`config.mk`:
```
export PLATFORM = sky130hd
export DESIGN_NAME = life_ctrl
export DESIGN_NICKNAME = d
export VERILOG_FILES = /design/src/rtl/life_ctrl_pkg.sv /design/src/rtl/life_step_timer.sv /design/src/rtl/life_ctrl.sv
export SDC_FILE = /design/constraint.sdc
export NUM_CORES = 1
export LEC_CHECK = 0
export ABC_AREA = 1
export CORE_MARGIN = 2
export CORE_UTILIZATION = 51
export CTS_BUF_LIST = sky130_fd_sc_hd__clkbuf_4 sky130_fd_sc_hd__clkbuf_8 sky130_fd_sc_hd__clkbuf_16
export CTS_CLUSTER_SIZE = 25
export DETAILED_ROUTE_END_ITERATION = 8
export GPL_ROUTABILITY_DRIVEN = 0
export PLACE_DENSITY = 0.81
export SLEW_MARGIN = 20
export SYNTH_ARGS = -nofsm -noshare
export SYNTH_HDL_FRONTEND = slang
export SYNTH_SLANG_ARGS = --single-unit
export TNS_END_PERCENT = 100
```
`constraint.sdc`:
```
create_clock -name clk -period 3.25 [get_ports clk]
set_input_delay 0.4875 -clock clk [delete_from_list [all_inputs] [get_ports clk]]
set_output_delay 0.4875 -clock clk [all_outputs]
set_load 0.05 [all_outputs]
```
`src/rtl/life_ctrl_pkg.sv`:
```
// Shared constants for the life tile array sequencer: FSM encoding, halt codes
// and default bus widths.
package life_ctrl_pkg;

    localparam int unsigned CELLS_DEF = 16;
    localparam int unsigned GEN_W_DEF = 16;
    localparam int unsigned DIV_W_DEF = 24;

    typedef logic [2:0] state_t;
    typedef logic [1:0] halt_t;

    localparam state_t ST_IDLE  = 3'd0;
    localparam state_t ST_LOAD  = 3'd1;
    localparam state_t ST_WAIT  = 3'd2;
    localparam state_t ST_STEP  = 3'd3;
    localparam state_t ST_CHECK = 3'd4;

    localparam halt_t HALT_NONE   = 2'b00;
    localparam halt_t HALT_STABLE = 2'b01;
    localparam halt_t HALT_EMPTY  = 2'b10;
    localparam halt_t HALT_MAXGEN = 2'b11;

endpackage

```
`src/rtl/life_step_timer.sv`:
```
// Inter-generation delay: down-counter reloaded with the period on WAIT entry.
module life_step_timer
    import life_ctrl_pkg::*;
#(
    parameter int unsigned DIV_W = DIV_W_DEF
) (
    input  logic             clk,
    input  logic             reset,
    input  logic             load,
    input  logic [DIV_W-1:0] period,
    output logic             expired
);

    logic [DIV_W-1:0] count_q;
    logic [DIV_W-1:0] count_d;
    logic [DIV_W-1:0] one;

    assign one = {{(DIV_W-1){1'b0}}, 1'b1};

    always_comb begin
        count_d = count_q;
        if (load) begin
            count_d = period;
        end else if (count_q != '0) begin
            count_d = count_q - one;
        end
    end

    always_ff @(posedge clk) begin
        if (reset) begin
            count_q <= '0;
        end else begin
            count_q <= count_d;
        end
    end

    // Expire while the count reads 1 so WAIT occupies exactly `period` cycles.
    assign expired = (count_q <= one);

endmodule

```
`src/rtl/life_ctrl.sv`:
```
// Sequencer for the life tile array: loads a pattern, paces single-generation
// step pulses, counts generations and reports why a run halted.
module life_ctrl
    import life_ctrl_pkg::*;
#(
    parameter int unsigned CELLS = CELLS_DEF,
    parameter int unsigned GEN_W = GEN_W_DEF,
    parameter int unsigned DIV_W = DIV_W_DEF
) (
    input  logic             clk,
    input  logic             reset,
    input  logic             cmd_load,
    input  logic [CELLS-1:0] load_val,
    input  logic             cmd_run,
    input  logic             cmd_single,
    input  logic             cmd_stop,
    input  logic [DIV_W-1:0] period,
    input  logic [GEN_W-1:0] max_gen,
    input  logic [CELLS-1:0] alive_in,
    output logic [CELLS-1:0] val_out,
    output logic             write_enb_out,
    output logic             step_out,
    output logic [GEN_W-1:0] gen_count,
    output logic             busy,
    output logic [1:0]       halt_reason,
    output logic             done
);

    state_t           state_q, state_d;
    logic [CELLS-1:0] val_q, val_d;
    logic [CELLS-1:0] prev_q, prev_d;
    logic [GEN_W-1:0] gen_q, gen_d;
    halt_t            halt_q, halt_d;
    logic             done_q, done_d;
    logic             single_q, single_d;
    logic             stop_q, stop_d;

    logic             timer_load;
    logic             timer_expired;
    logic [GEN_W-1:0] gen_inc;
    halt_t            halt_chk;

    life_step_timer #(
        .DIV_W(DIV_W)
    ) u_timer (
        .clk    (clk),
        .reset  (reset),
        .load   (timer_load),
        .period (period),
        .expired(timer_expired)
    );

    always_comb begin
        gen_inc = (gen_q == '1) ? gen_q : gen_q + GEN_W'(1);

        // Priority: empty > stable > generation limit.
        halt_chk = HALT_NONE;
        if (alive_in == '0) begin
            halt_chk = HALT_EMPTY;
        end else if (alive_in == prev_q) begin
            halt_chk = HALT_STABLE;
        end else if (max_gen != '0 && gen_inc == max_gen) begin
            halt_chk = HALT_MAXGEN;
        end
    end

    always_comb begin
        state_d    = state_q;
        val_d      = val_q;
        prev_d     = prev_q;
        gen_d      = gen_q;
        halt_d     = halt_q;
        done_d     = 1'b0;
        single_d   = single_q;
        stop_d     = stop_q;
        timer_load = 1'b0;

        case (state_q)
            ST_IDLE: begin
                stop_d = 1'b0;
                // cmd_stop wins in IDLE and does nothing.
                if (!cmd_stop) begin
                    if (cmd_load) begin
                        state_d = ST_LOAD;
                        val_d   = load_val;
                        halt_d  = HALT_NONE;
                    end else if (cmd_single || cmd_run) begin
                        single_d = cmd_single;
                        halt_d   = HALT_NONE;
                        if (period == '0) begin
                            state_d = ST_STEP;
                        end else begin
                            state_d    = ST_WAIT;
                            timer_load = 1'b1;
                        end
                    end
                end
            end
            ST_LOAD: begin
                prev_d  = val_q;
                gen_d   = '0;
                state_d = ST_IDLE;
            end
            ST_WAIT: begin
                if (cmd_stop) begin
                    state_d = ST_IDLE;
                    done_d  = 1'b1;
                    stop_d  = 1'b0;
                end else if (timer_expired) begin
                    state_d = ST_STEP;
                end
            end
            ST_STEP: begin
                if (cmd_stop) begin
                    stop_d = 1'b1;
                end
                state_d = ST_CHECK;
            end
            ST_CHECK: begin
                gen_d  = gen_inc;
                halt_d = halt_chk;
                prev_d = alive_in;
                if (halt_chk != HALT_NONE || single_q || stop_q || cmd_stop) begin
                    state_d = ST_IDLE;
                    done_d  = 1'b1;
                    stop_d  = 1'b0;
                end else if (period == '0) begin
                    state_d = ST_STEP;
                end else begin
                    state_d    = ST_WAIT;
                    timer_load = 1'b1;
                end
            end
            default: begin
                state_d = ST_IDLE;
            end
        endcase
    end

    always_ff @(posedge clk) begin
        if (reset) begin
            state_q  <= ST_IDLE;
            val_q    <= '0;
            prev_q   <= '0;
            gen_q    <= '0;
            halt_q   <= HALT_NONE;
            done_q   <= 1'b0;
            single_q <= 1'b0;
            stop_q   <= 1'b0;
        end else begin
            state_q  <= state_d;
            val_q    <= val_d;
            prev_q   <= prev_d;
            gen_q    <= gen_d;
            halt_q   <= halt_d;
            done_q   <= done_d;
            single_q <= single_d;
            stop_q   <= stop_d;
        end
    end

    // Array-facing strobes decode the registered state only.
    assign val_out       = val_q;
    assign write_enb_out = (state_q == ST_LOAD);
    assign step_out      = (state_q == ST_STEP);
    assign busy          = (state_q != ST_IDLE);
    assign gen_count     = gen_q;
    assign halt_reason   = halt_q;
    assign done          = done_q;

endmodule

```
# Word-level counts from Yosys, hierarchy flattened
# Cells that the tools add are included.
# totals
register_bits	80
latch_bits	0
ram_bits	0
rom_bits	0
input_bits	78
output_inout_bits	38
n_memories	0
# classes
n_addsub	2
mul	0
n_div	0
n_lt_le_gt_ge	1
eq_ne	13
shifts	0
muxes	33
bitwise	2
n_reduce_logical	21
# op_table
cell	count
16-bit case mux with 2 select lines	2
24-bit two-way mux	2
16-bit == test	2
24-bit by 1-bit less-or-equal comparator with 1-bit output (second input constant)	1
24-bit zero test	1
24-bit nonzero test	1
24-bit by 1-bit subtractor with 24-bit output (second input constant)	1
3-bit two-way mux	6
16-bit by 1-bit adder with 16-bit output (second input constant)	1
16-bit == test (second input constant)	1
16-bit zero test	1
16-bit two-way mux	1
16-bit nonzero test	1
2-bit two-way mux	6
3-bit case mux with 4 select lines	1
1-bit two-way mux	11
3-bit AND reduction	3
2-bit inequality test (second input constant)	4
4-bit AND reduction	2
2-bit nonzero test	4
3-bit by 2-bit == test with 1-bit output (second input constant)	2
3-bit inequality test (second input constant)	2
1-bit logical OR	4
1-bit case mux with 2 select lines	2
other kinds (9)	10

# Longest topological paths before layout
# depth
word_depth	14
ltp_mapped	21
mapped_depth_nobuf	20

# Modules after synthesis
# From an unflattened synthesis, not the netlist that was laid out.
# hier_totals
cells_unflattened	881
area_unflattened_um2	5459.0
# by_module_without_submodules
mod	instances	cells_per_inst	area_each_um2	seq_area_each_um2
life_ctrl	1	590	3641.0	1121.1
life_step_timer	1	291	1818.0	480.5

# Worst setup path before layout
# No wires, ideal clock.
# synth_path
path_type	register -> register
startpoint	reg gen_q[0] (netlist: gen_count[0])
endpoint	reg u_timer.count_q[23]
setup_time_ps	117
arrival_ps	2659
required_time_ps	3133
path_slack_ps	474
path_stages_with_launch	21
path_buffers	2
synth_period_minus_slack_ps	2776
cell_sequence	dfxtp_1 > ha_1 > inv_1 > nor2_4 > nand2_2 > inv_2 > nand2_4 > buf_6 > nand3_1 > nand2_1 > nor2_1 > nand2_1 > nor2_1 > nand2_2 > nand4_4 > nand2_4 > nand2_8 > inv_6 > buf_12 > a21oi_2 > nor2_1
# synth_between
elab_chain_len	14
elab_cells_between_ends	16
# synth_lines
element	line	source
start: declaration	life_ctrl.sv:32	logic [GEN_W-1:0] gen_q, gen_d;
start signal: assignment	life_ctrl.sv:154	gen_q <= gen_d;
16-bit by 1-bit adder with 16-bit output / 16-bit == test (equally long branches)	life_ctrl.sv:54	gen_inc = (gen_q == '1) ? gen_q : gen_q + GEN_W'(1);
16-bit two-way mux *	life_ctrl.sv:54	
16-bit == test *	life_ctrl.sv:62	end else if (max_gen != '0 && gen_inc == max_gen) begin
1-bit logical AND *	life_ctrl.sv:62	
2-bit two-way mux *	life_ctrl.sv:62	
2-bit two-way mux *	life_ctrl.sv:60	end else if (alive_in == prev_q) begin
2-bit two-way mux *	life_ctrl.sv:58	if (alive_in == '0) begin
2-bit nonzero test *	life_ctrl.sv:123	if (halt_chk != HALT_NONE || single_q || stop_q || cmd_stop) begin
1-bit logical OR * (3 in a row)	life_ctrl.sv:123	
1-bit two-way mux *	life_ctrl.sv:123	
1-bit case mux with 2 select lines *	life_ctrl.sv:78	case (state_q)
24-bit two-way mux / 2-bit nonzero test (equally long branches)	--	
end signal: assignment	life_step_timer.sv:33	count_q <= count_d;
end: declaration	life_step_timer.sv:14	logic [DIV_W-1:0] count_q;
# Mark *: on every way between the ends. The rest lies on a longest branch, timed or not.
# A chain may end at the register's enable or synchronous reset.

# Final worst setup path
# layout_path
startpoint	reg gen_q[1] (netlist: gen_count[1])
endpoint	reg u_timer.count_q[16]
# Same word-level chain as after synthesis.

==> metrics.cfg <==
[cts]
cts_max_level = 3
path_clk_slew_ps = 90
clk_latency_ps = 350
numCtsBuffers = 9
root_buffer = clkbuf_8
cts_buffer_depth = 2
cts.sinks = 80
cts_resized = 0
cts_tree = done
cts_setup_buffers = 0
cts_hold_buf = 0

[worst_setup_path]
r2r_end = u_timer.count_q[16]
cp-end-kind = flip-flop
cp.required_ps = 3460
cp_max_fo = 27
crit_type = flip-flop to flip-flop
arrival_ps = 3170
r2r_slack_ps = 290
timing.rr.start = gen_count[1]
reg2reg_depth = 20
crit_start = gen_count[1]
start_kind = flip-flop
endpoint = u_timer.count_q[16]

[timing]
setup-violations-final = 0
finalHoldViolations = 0
max_slew_margin_pct = 30.0
tightest_slew_ps = 1050
period_share_pct = 91.1
drv_slew = 0
min_period_ps = 2960
rsz0062_at_grt = false
skew_ps = 13.8
fin_setup_tns_ps = 0
fmax_mhz = 338

[routing]
first_iter_violations = 306
drtAntennaViolNets = 0
routed_wl_um = 14400
first_pass_iters = 6
vias = 5550
viasPerCell = 5.38
routedWlPerCell_um = 13.9
detail_route.drc_violations = 0

[final_layout]
fillers = 920
n_antenna_cell = 0
seq_area_sq_um = 1600
drive_above_1_share_pct = 9.68
multi_input_area_sq_um = 3050
num-nets-final = 975
area_growth_pct = 26.7
final_cell_mix = nand2_1 (167), clkdlybuf4s50_1 (114), nor2_1 (90)
final_common_cell = nand2_1

[synthesis]
synth.avg_cell_area_sq_um = 6.53
ys_ff_latch = 80
synth_flop_cell = dfxtp_1
yosysUniqueCellTypes = 37
ys.warnings.count = 0
synthArstFlopShare_pct = 0
syn_inst = 792
synth_area_sq_um = 5170
synth_edf_count = 0
synth_seq_area_share_pct = 31.0
synth_fp_nets = 873

[hold_path]
hold_path_depth = 2
hp-class = flip-flop to flip-flop
hold_start = val_out[12]

[run]
maxCapViolCount = 0

[global_route]
grt_pass1_wl_um = 23800
grt_start_max_net_pins = 61
grt_pass1_vias = 5226
antenna_found_initial = 0
gr-usage-all-layers_pct = 26.2
overflow = 0

[status]
status = complete, no violations

[placement]
portBuffers = 115
dpl.hpwl_um = 11100

[pwr]
clkPwrFrac_pct = 22.0
power.share.sequential_pct = 36.5
intPower_mw = 2.09
powerDensity_nw_per_um2 = 529
combPwrFrac_pct = 41.5
netSwitchingFraction_pct = 39.7
power.switching_mw = 1.38
power_mw = 3.46
vdd_drop_max_v = 0.000443
p_leak_nw = 2.68

[floorplanning]
initial_core_util_pct = 52.7
ios = 116
die_h_um = 105
rows = 36
die_w_um = 105
die_area_sq_um = 11000
core_area_sq_um = 9820

registers in the layout (all words and copies together), names as in the netlist:
signal	cells
halt_reason	2
state_q	3
done	1
prev_q	16
stop_q	1
u_timer.count_q	24
gen_count	16
single_q	1
val_out	16
routing by layer:
layer  up-vias  routed length [um]  global-route usage [%]
li1       2777                   -                       -
met5         -                   0                       0
met4         0                 243                    8.38
met3        30                 915                    4.12
met1      2522                6060                    32.1
met2       221                7140                    46.7
through the flow:
| step | utilization (%) | hold slack [ps] | cell area [sq um] | cells | setup WS (ps) |
|---|---|---|---|---|---|
| floorplan | - | 441 | 5170 | 792 | 474 |
| global placement | 64.6 | 455 | 6350 | 1016 | 466 |
| detailed placement | 64.6 | 456 | 6350 | 1016 | 384 |
| CTS | 66.7 | 471 | 6550 | 1032 | 357 |
| global route | 66.7 | 494 | 6550 | 1032 | 128 |
| finish | 66.7 | 470 | 6550 | 1032 | 290 |
kinds of logic (layout without fill, tap and decap cells):
group / after synthesis / count (layout) / synth area share [%]
and+or+nand+nor: 409 / 409 / 36.4
AOI/OAI and AO/OA: 142 / 142 / 15.3
buffers and inverters: 119 / 226 / 9.97
DFF: 80 / 80 / 31.0
xor gates and xnor gates: 39 / 39 / 6.61
adders and majority gates: 3 / 3 / 0.726
synthesized netlist by cell type, types with 2 or more instances:
cell      number  area, sq um
nand2_1      167          627
nor2_1        90          338
inv_1         87          327
dfxtp_1       80         1600
nand3_1       68          340
a21oi_1       60          300
o21ai_0       58          290
nand2_2       27          169
xor2_1        22          193
clkbuf_1      21         78.8
a21oi_2       20          175
nand4_1       17          106
xnor2_1       17          149
nor4_1        10         62.6
nor3_1         9         45.0
buf_6          4         45.0
or2_2          4         25.0
ha_1           3         37.5
nor2_2         3         18.8
buf_12         2         40.0
inv_2          2         7.51
nand2_4        2         22.5
nand3b_1       2         15.0
nor2_4         2         22.5
nor3b_1        2         15.0
o21bai_1       2         15.0
how the worst min path moves through the flow:
stage | slack, ps | end
floorplan | 440 | single_q
global placement | 450 | halt_reason[0]
detailed placement | 460 | halt_reason[0]
CTS | 470 | halt_reason[0]
global route | 490 | halt_reason[1]
finish | 470 | val_out[12]
worst max-delay path, stage by stage (launching register included):
cell and delay (ps):
dfxtp_1 440, ha_1 300, inv_1 110, nor2_4 150, nand2_2 80, inv_2 70, nand2_4 190, nand2_1 190
nand2_1 80, nand2_1 90, nand3_1 70, nor2_1 100, nand2_1 70, nor2_1 130, nand2_2 90, nand4_4 100
nand2_4 80, nand2_8 160, inv_6 140, nand2_2 90, a21oi_2 50
area by class of cell:
class | instances | share of cell area, %
multi-input combinational | 593 | 46.6
clock buffer | 9 | 1.89
clock inverter | 7 | 1.20
sequential | 80 | 24.5
timing repair buffer | 120 | 18.1
tap | 133 | 2.54
inverter | 90 | 5.23
power groups by stage:
stage          Sequential, mW  Combinational, mW  Clock [mW]
2_1_floorplan            1.33               1.02           0
3_3_place_gp             1.28               1.39           0
3_5_place_dp             1.29               1.43           0
4_1_cts                  1.26               1.44       0.776
5_1_grt                  1.29               1.61       0.818
6_report                 1.26               1.44       0.760
No activity file was read; power rests on OpenSTA's default activity.
